### config.mk
export PLATFORM = sky130hd
export DESIGN_NAME = apb_mem_arbiter
export DESIGN_NICKNAME = d
export VERILOG_FILES = /design/src/rtl/apb_mem_arbiter.sv
export SDC_FILE = /design/constraint.sdc
export NUM_CORES = 1
export LEC_CHECK = 0
export CELL_PAD_IN_SITES_DETAIL_PLACEMENT = 0
export CELL_PAD_IN_SITES_GLOBAL_PLACEMENT = 1
export CORE_MARGIN = 3
export CORE_UTILIZATION = 31
export CTS_CLUSTER_SIZE = 30
export DETAILED_ROUTE_END_ITERATION = 10
export HOLD_SLACK_MARGIN = 0.12
export PLACE_DENSITY_LB_ADDON = 0.1
export SYNTH_ARGS = -nofsm -noshare
export SYNTH_HDL_FRONTEND = slang
export SYNTH_SLANG_ARGS = --single-unit
### constraint.sdc
create_clock -name PCLK -period 4.5 [get_ports PCLK]
set_input_delay 1.125 -clock PCLK [delete_from_list [all_inputs] [get_ports PCLK]]
set_output_delay 1.125 -clock PCLK [all_outputs]
set_load 0.02 [all_outputs]
### src/rtl/apb_mem_arbiter.sv
// Round-robin two-requester APB3/APB4 master; REQ->ACK in 3 cycles plus one per PREADY-low cycle.
// Requesters hold REQ until ACK; optional stall watchdog is built when APB_ARB_TIMEOUT_EN is defined.
module apb_mem_arbiter #(
  parameter int ADDRWIDTH = 32,
  parameter int P_TIMEOUT = 255
) (
  input  logic                 PCLK,
  input  logic                 PRESETn,
  input  logic                 REQ0,
  input  logic [ADDRWIDTH-1:0] ADDR0,
  input  logic                 WRITE0,
  input  logic [31:0]          WDATA0,
  input  logic [3:0]           STRB0,
  output logic                 ACK0,
  output logic [31:0]          RDATA0,
  output logic                 ERR0,
  input  logic                 REQ1,
  input  logic [ADDRWIDTH-1:0] ADDR1,
  input  logic                 WRITE1,
  input  logic [31:0]          WDATA1,
  input  logic [3:0]           STRB1,
  output logic                 ACK1,
  output logic [31:0]          RDATA1,
  output logic                 ERR1,
  output logic                 PSEL,
  output logic                 PENABLE,
  output logic                 PWRITE,
  output logic [ADDRWIDTH-1:0] PADDR,
  output logic [31:0]          PWDATA,
  output logic [3:0]           PSTRB,
  output logic [2:0]           PPROT,
  input  logic                 PREADY,
  input  logic                 PSLVERR,
  input  logic [31:0]          PRDATA
);

  typedef enum logic [1:0] {IDLE, SETUP, ACCESS} state_t;

  state_t                 state_q, state_d;
  logic                   last_q, last_d;
  logic                   gnt_q, gnt_d;
  logic                   psel_q, psel_d;
  logic                   penable_q, penable_d;
  logic                   pwrite_q, pwrite_d;
  logic [ADDRWIDTH-1:0]   paddr_q, paddr_d;
  logic [31:0]            pwdata_q, pwdata_d;
  logic [3:0]             pstrb_q, pstrb_d;
  logic                   ack0_q, ack0_d, ack1_q, ack1_d;
  logic                   err0_q, err0_d, err1_q, err1_d;
  logic [31:0]            rdata0_q, rdata0_d, rdata1_q, rdata1_d;

  logic                   elig0, elig1, pick;
  logic                   fin, fin_err;
  logic [31:0]            fin_rdata;

`ifdef APB_ARB_TIMEOUT_EN
  logic [7:0]             cnt_q, cnt_d;
`else
  logic                   unused_timeout;
  assign unused_timeout = (P_TIMEOUT == 0);
`endif

  // A requester's REQ is still high during its own ACK cycle; mask it so it is not re-granted.
  assign elig0 = REQ0 & ~ack0_q;
  assign elig1 = REQ1 & ~ack1_q;
  assign pick  = (elig0 & elig1) ? ~last_q : elig1;

  always_comb begin
    state_d   = state_q;
    last_d    = last_q;
    gnt_d     = gnt_q;
    psel_d    = psel_q;
    penable_d = penable_q;
    pwrite_d  = pwrite_q;
    paddr_d   = paddr_q;
    pwdata_d  = pwdata_q;
    pstrb_d   = pstrb_q;
    ack0_d    = 1'b0;
    ack1_d    = 1'b0;
    err0_d    = 1'b0;
    err1_d    = 1'b0;
    rdata0_d  = rdata0_q;
    rdata1_d  = rdata1_q;
    fin       = 1'b0;
    fin_err   = 1'b0;
    fin_rdata = 32'd0;
`ifdef APB_ARB_TIMEOUT_EN
    cnt_d     = cnt_q;
`endif

    case (state_q)
      IDLE: begin
        if (elig0 | elig1) begin
          gnt_d    = pick;
          psel_d   = 1'b1;
          paddr_d  = pick ? ADDR1 : ADDR0;
          pwrite_d = pick ? WRITE1 : WRITE0;
          pwdata_d = pick ? WDATA1 : WDATA0;
          pstrb_d  = (pick ? WRITE1 : WRITE0) ? (pick ? STRB1 : STRB0) : 4'h0;
          state_d  = SETUP;
        end
      end
      SETUP: begin
        penable_d = 1'b1;
        state_d   = ACCESS;
`ifdef APB_ARB_TIMEOUT_EN
        cnt_d     = 8'd0;
`endif
      end
      ACCESS: begin
        if (PREADY) begin
          fin       = 1'b1;
          fin_err   = PSLVERR;
          fin_rdata = PRDATA;
        end
`ifdef APB_ARB_TIMEOUT_EN
        // Abort reads return zero data and always flag an error.
        else if (cnt_q == 8'(P_TIMEOUT)) begin
          fin       = 1'b1;
          fin_err   = 1'b1;
          fin_rdata = 32'd0;
        end else begin
          cnt_d = cnt_q + 8'd1;
        end
`endif
      end
      default: state_d = IDLE;
    endcase

    if (fin) begin
      psel_d    = 1'b0;
      penable_d = 1'b0;
      state_d   = IDLE;
      last_d    = gnt_q;
      if (gnt_q) begin
        ack1_d = 1'b1;
        err1_d = fin_err;
        if (!pwrite_q) rdata1_d = fin_rdata;
      end else begin
        ack0_d = 1'b1;
        err0_d = fin_err;
        if (!pwrite_q) rdata0_d = fin_rdata;
      end
    end
  end

  always_ff @(posedge PCLK or negedge PRESETn) begin
    if (!PRESETn) begin
      state_q   <= IDLE;
      last_q    <= 1'b1;
      gnt_q     <= 1'b0;
      psel_q    <= 1'b0;
      penable_q <= 1'b0;
      pwrite_q  <= 1'b0;
      paddr_q   <= '0;
      pwdata_q  <= 32'd0;
      pstrb_q   <= 4'h0;
      ack0_q    <= 1'b0;
      ack1_q    <= 1'b0;
      err0_q    <= 1'b0;
      err1_q    <= 1'b0;
      rdata0_q  <= 32'd0;
      rdata1_q  <= 32'd0;
    end else begin
      state_q   <= state_d;
      last_q    <= last_d;
      gnt_q     <= gnt_d;
      psel_q    <= psel_d;
      penable_q <= penable_d;
      pwrite_q  <= pwrite_d;
      paddr_q   <= paddr_d;
      pwdata_q  <= pwdata_d;
      pstrb_q   <= pstrb_d;
      ack0_q    <= ack0_d;
      ack1_q    <= ack1_d;
      err0_q    <= err0_d;
      err1_q    <= err1_d;
      rdata0_q  <= rdata0_d;
      rdata1_q  <= rdata1_d;
    end
  end

`ifdef APB_ARB_TIMEOUT_EN
  always_ff @(posedge PCLK or negedge PRESETn) begin
    if (!PRESETn) cnt_q <= 8'd0;
    else          cnt_q <= cnt_d;
  end
`endif

  assign PSEL    = psel_q;
  assign PENABLE = penable_q;
  assign PWRITE  = pwrite_q;
  assign PADDR   = paddr_q;
  assign PWDATA  = pwdata_q;
  assign PSTRB   = pstrb_q;
  assign PPROT   = 3'b000;
  assign ACK0    = ack0_q;
  assign ACK1    = ack1_q;
  assign ERR0    = err0_q;
  assign ERR1    = err1_q;
  assign RDATA0  = rdata0_q;
  assign RDATA1  = rdata1_q;

endmodule

==> results.py <==
metrics = {
    "global_routing": {
        "grt_pass1_vias": 5363,
        "grt_max_degree": 101,
        "grt-ovfl-total": 0,
        "grt_usage_pct": 17.7,
        "antenna_found_initial": 0,
        "grt_pass1_wl_mm": 28.5,
    },
    "synthesis": {
        "yosysSeqAreaShare_pct": 60.3,
        "yosys_warnings": 0,
        "synth_top_area_share_pct": 59.9,
        "synth_area_leaders": "dfrtp_1 (60%), mux2_2 (11%), nand2_1 (8.4%)",
        "yosysTopAreaCell": "dfrtp_1",
        "syn_area_per_cell_um2": 10.8,
        "synth.ff_latch_count": 143,
        "synth_area_um2": 5930,
        "synth_cells": 549,
        "synthDistinctLibCells": 23,
    },
    "critical_path": {
        "cp-startpoint": "PREADY",
        "worst_path_max_delay_cell": "clkdlybuf4s50_1",
        "crit_arrival_ps": 3110,
        "cp_num_buf_inv": 2,
        "r2r_end": "RDATA0[19]",
        "worstPathCellList": "clkdlybuf4s50_1 > nand3b_4 > nor3_4 > buf_4 > mux2_2",
        "start_kind": "input port",
        "rr_worst_depth": 4,
        "end_kind": "flip-flop",
        "worstPathRequired_ps": 4800,
        "crit_family": "buffers and inverters",
        "cp_max_fo": 23,
        "cp.depth": 5,
        "worstSetupEndpoint": "RDATA0[19]",
        "worstReg2RegStart": "state_q[0]",
        "slowest_delay_ps": 570,
        "worstSetupPathType": "input port to flip-flop",
        "r2r_slack_ps": 2480,
    },
    "pwr": {
        "p_per_area_nw_per_um2": 716,
        "finalPower_mw": 7.02,
        "ir_drop_uv": 266,
        "p_leak_nw": 4.11,
    },
    "floorplanning": {
        "die_x_um": 144,
        "core-area_um2": 18400,
        "die_area_um2": 20800,
        "rows": 49,
        "initial_utilization_pct": 32.3,
        "ioPinCount": 318,
        "fp.dieH_um": 144,
    },
    "min_path": {
        "hold_path.class": "flip-flop to flip-flop",
    },
    "routing": {
        "antenna_left": 0,
        "drc_errors": 0,
        "routedWlPerCell_um": 17.3,
        "via_per_inst": 4.71,
        "vias": 5157,
        "routed_wirelength_mm": 18.9,
        "firstDrtPassIters": 4,
        "drtIter0Drc": 251,
    },
    "clocking": {
        "clk_latency_ps": 420,
        "clockBufferDepth": 2,
        "numClockSinks": 143,
        "cts_made_buffers": 17,
        "htreeDepth": 4,
        "clkSlewWorstSetupHoldPaths_ps": 60,
        "cts_root_buf": "clkbuf_16",
        "cts_tree": "yes",
        "post_cts_buffers": 0,
        "hold_buffers": 0,
        "cts-resized-gates": 0,
    },
    "placement": {
        "io_buffers": 314,
        "pre_cts_ws_ps": 1220,
        "dpl.hpwl_mm": 14.2,
        "gp_congestion": 0.771,
        "placed_area_um2": 9240,
    },
    "sta": {
        "grt_setup_unrepaired": "false",
        "final_hold_viol_count": 0,
        "period_needed_ps": 2810,
        "fmax_ghz": 0.356,
        "setup_viol": 0,
        "tightestPinTransition_ps": 957,
        "period_share_pct": 62.5,
        "slew_violations": 0,
        "relSlewSlack_pct": 36.2,
        "finalSetupTns_ps": 0,
        "whs_ps": 490,
        "setup_slack_ps": 1690,
        "finClkSkew_ps": 11.3,
    },
    "layout": {
        "layout-drive-gt1-share_pct": 12.5,
        "layout.nets": 1028,
        "num-fill-cells": 1627,
        "final_area_um2": 9790,
        "antennaDiodeCount": 0,
        "area_delta_synth_final_pct": 65.1,
    },
    "run": {
        "maxCapViolCount": 0,
    },
    "status": {
        "status": "complete, no violations",
    },
}
## how the worst min path moves through the flow
stage	from	to	depth (start not counted)
2_1_floorplan	gnt_q	ACK0	1
3_3_place_gp	RDATA1[27]	RDATA1[27]	1
3_5_place_dp	RDATA1[27]	RDATA1[27]	1
4_1_cts	RDATA1[27]	RDATA1[27]	1
5_1_grt	RDATA1[27]	RDATA1[27]	1
6_report	RDATA1[27]	RDATA1[27]	1
## cell usage after synthesis
cell type	instances
mux2_1	5
mux2_2	60
nor2_1	73
o21a_1	1
nand2_1	133
clkbuf_1	11
nand3_1	8
and2_1	3
a31oi_1	69
nor2b_1	2
conb_1	1
buf_2	18
dfrtp_1	142
a21o_1	2
a21oi_1	2
nand3b_1	1
o21ai_0	1
nand3b_4	1
dfstp_2	1
inv_1	2
buf_4	5
nor3_4	2
buf_6	6
## worst reg2reg max path, delay by kind of cell (launching register included)
kind	cells	cell delay [ps]
buffers and inverters	1	420
DFF	1	420
muxes	1	400
and+or+nand+nor	2	680
## sequential cells by signal, summed over array words and instances (netlist names), 2 cells and up
register,flops
PADDR,32
PSTRB,4
PWDATA,32
RDATA0,32
RDATA1,32
state_q,2
## power breakdown
part / switching [mW] / internal, mW
logic: 1.75 / 1.67
registers: 0.353 / 1.92
clock network: 0.594 / 0.719
total: 2.70 / 4.32
## logic make-up after synthesis
kind of cell,share of synthesized area [%]
mux,12.3
buf+inv,4.11
other cells,0.0632
flops,60.3
compound gates,7.91
simple gates,15.2
## per-layer routing
layer	vias up	track usage, %	routed length [µm]
met2	214	30.4	9600
met1	2455	19.9	7190
met3	33	6.55	1620
met4	0	7.02	544
met5	-	0	0
li1	2455	-	-
## area by class of cell
class / count / area [µm²] / area share (%)
Clock buffer: 17 / 425 / 4.34
Multi-Input combinational cell: 366 / 2130 / 21.7
Clock inverter: 15 / 124 / 1.26
Sequential cell: 143 / 3580 / 36.6
Tap cell: 229 / 287 / 2.93
Timing Repair Buffer: 322 / 3240 / 33.1
Inverter: 2 / 7.51 / 0.0767
## cell usage in the layout (no fill, tap or decap)
cell type          n
nor2_1            73
buf_4              5
nand2_2            1
o21a_4             1
nand2_1          132
clkinv_4           2
clkinv_2           2
nand3_1            8
o21ai_0            1
buf_12             3
buf_6              1
inv_8              2
a21oi_1            2
clkbuf_16         17
inv_1              2
nor3_4             2
a31oi_1           69
nand3b_4           1
mux2_2            60
clkdlybuf4s50_1  313
and2_2             1
clkinvlp_4         4
dfrtp_1          142
and2_1             2
mux2_1             5
inv_6              5
dfstp_2            1
conb_1             3
nand3b_1           1
nor2b_1            2
a21o_1             2
## through the flow
stage / cells / util [%]
floorplan: 551 / -
global placement: 1062 / 50.3
detailed placement: 1062 / 50.3
CTS: 1094 / 53.2
global route: 1094 / 53.2
finish: 1094 / 53.2
Note: power is estimated with default switching activity, not from simulation.
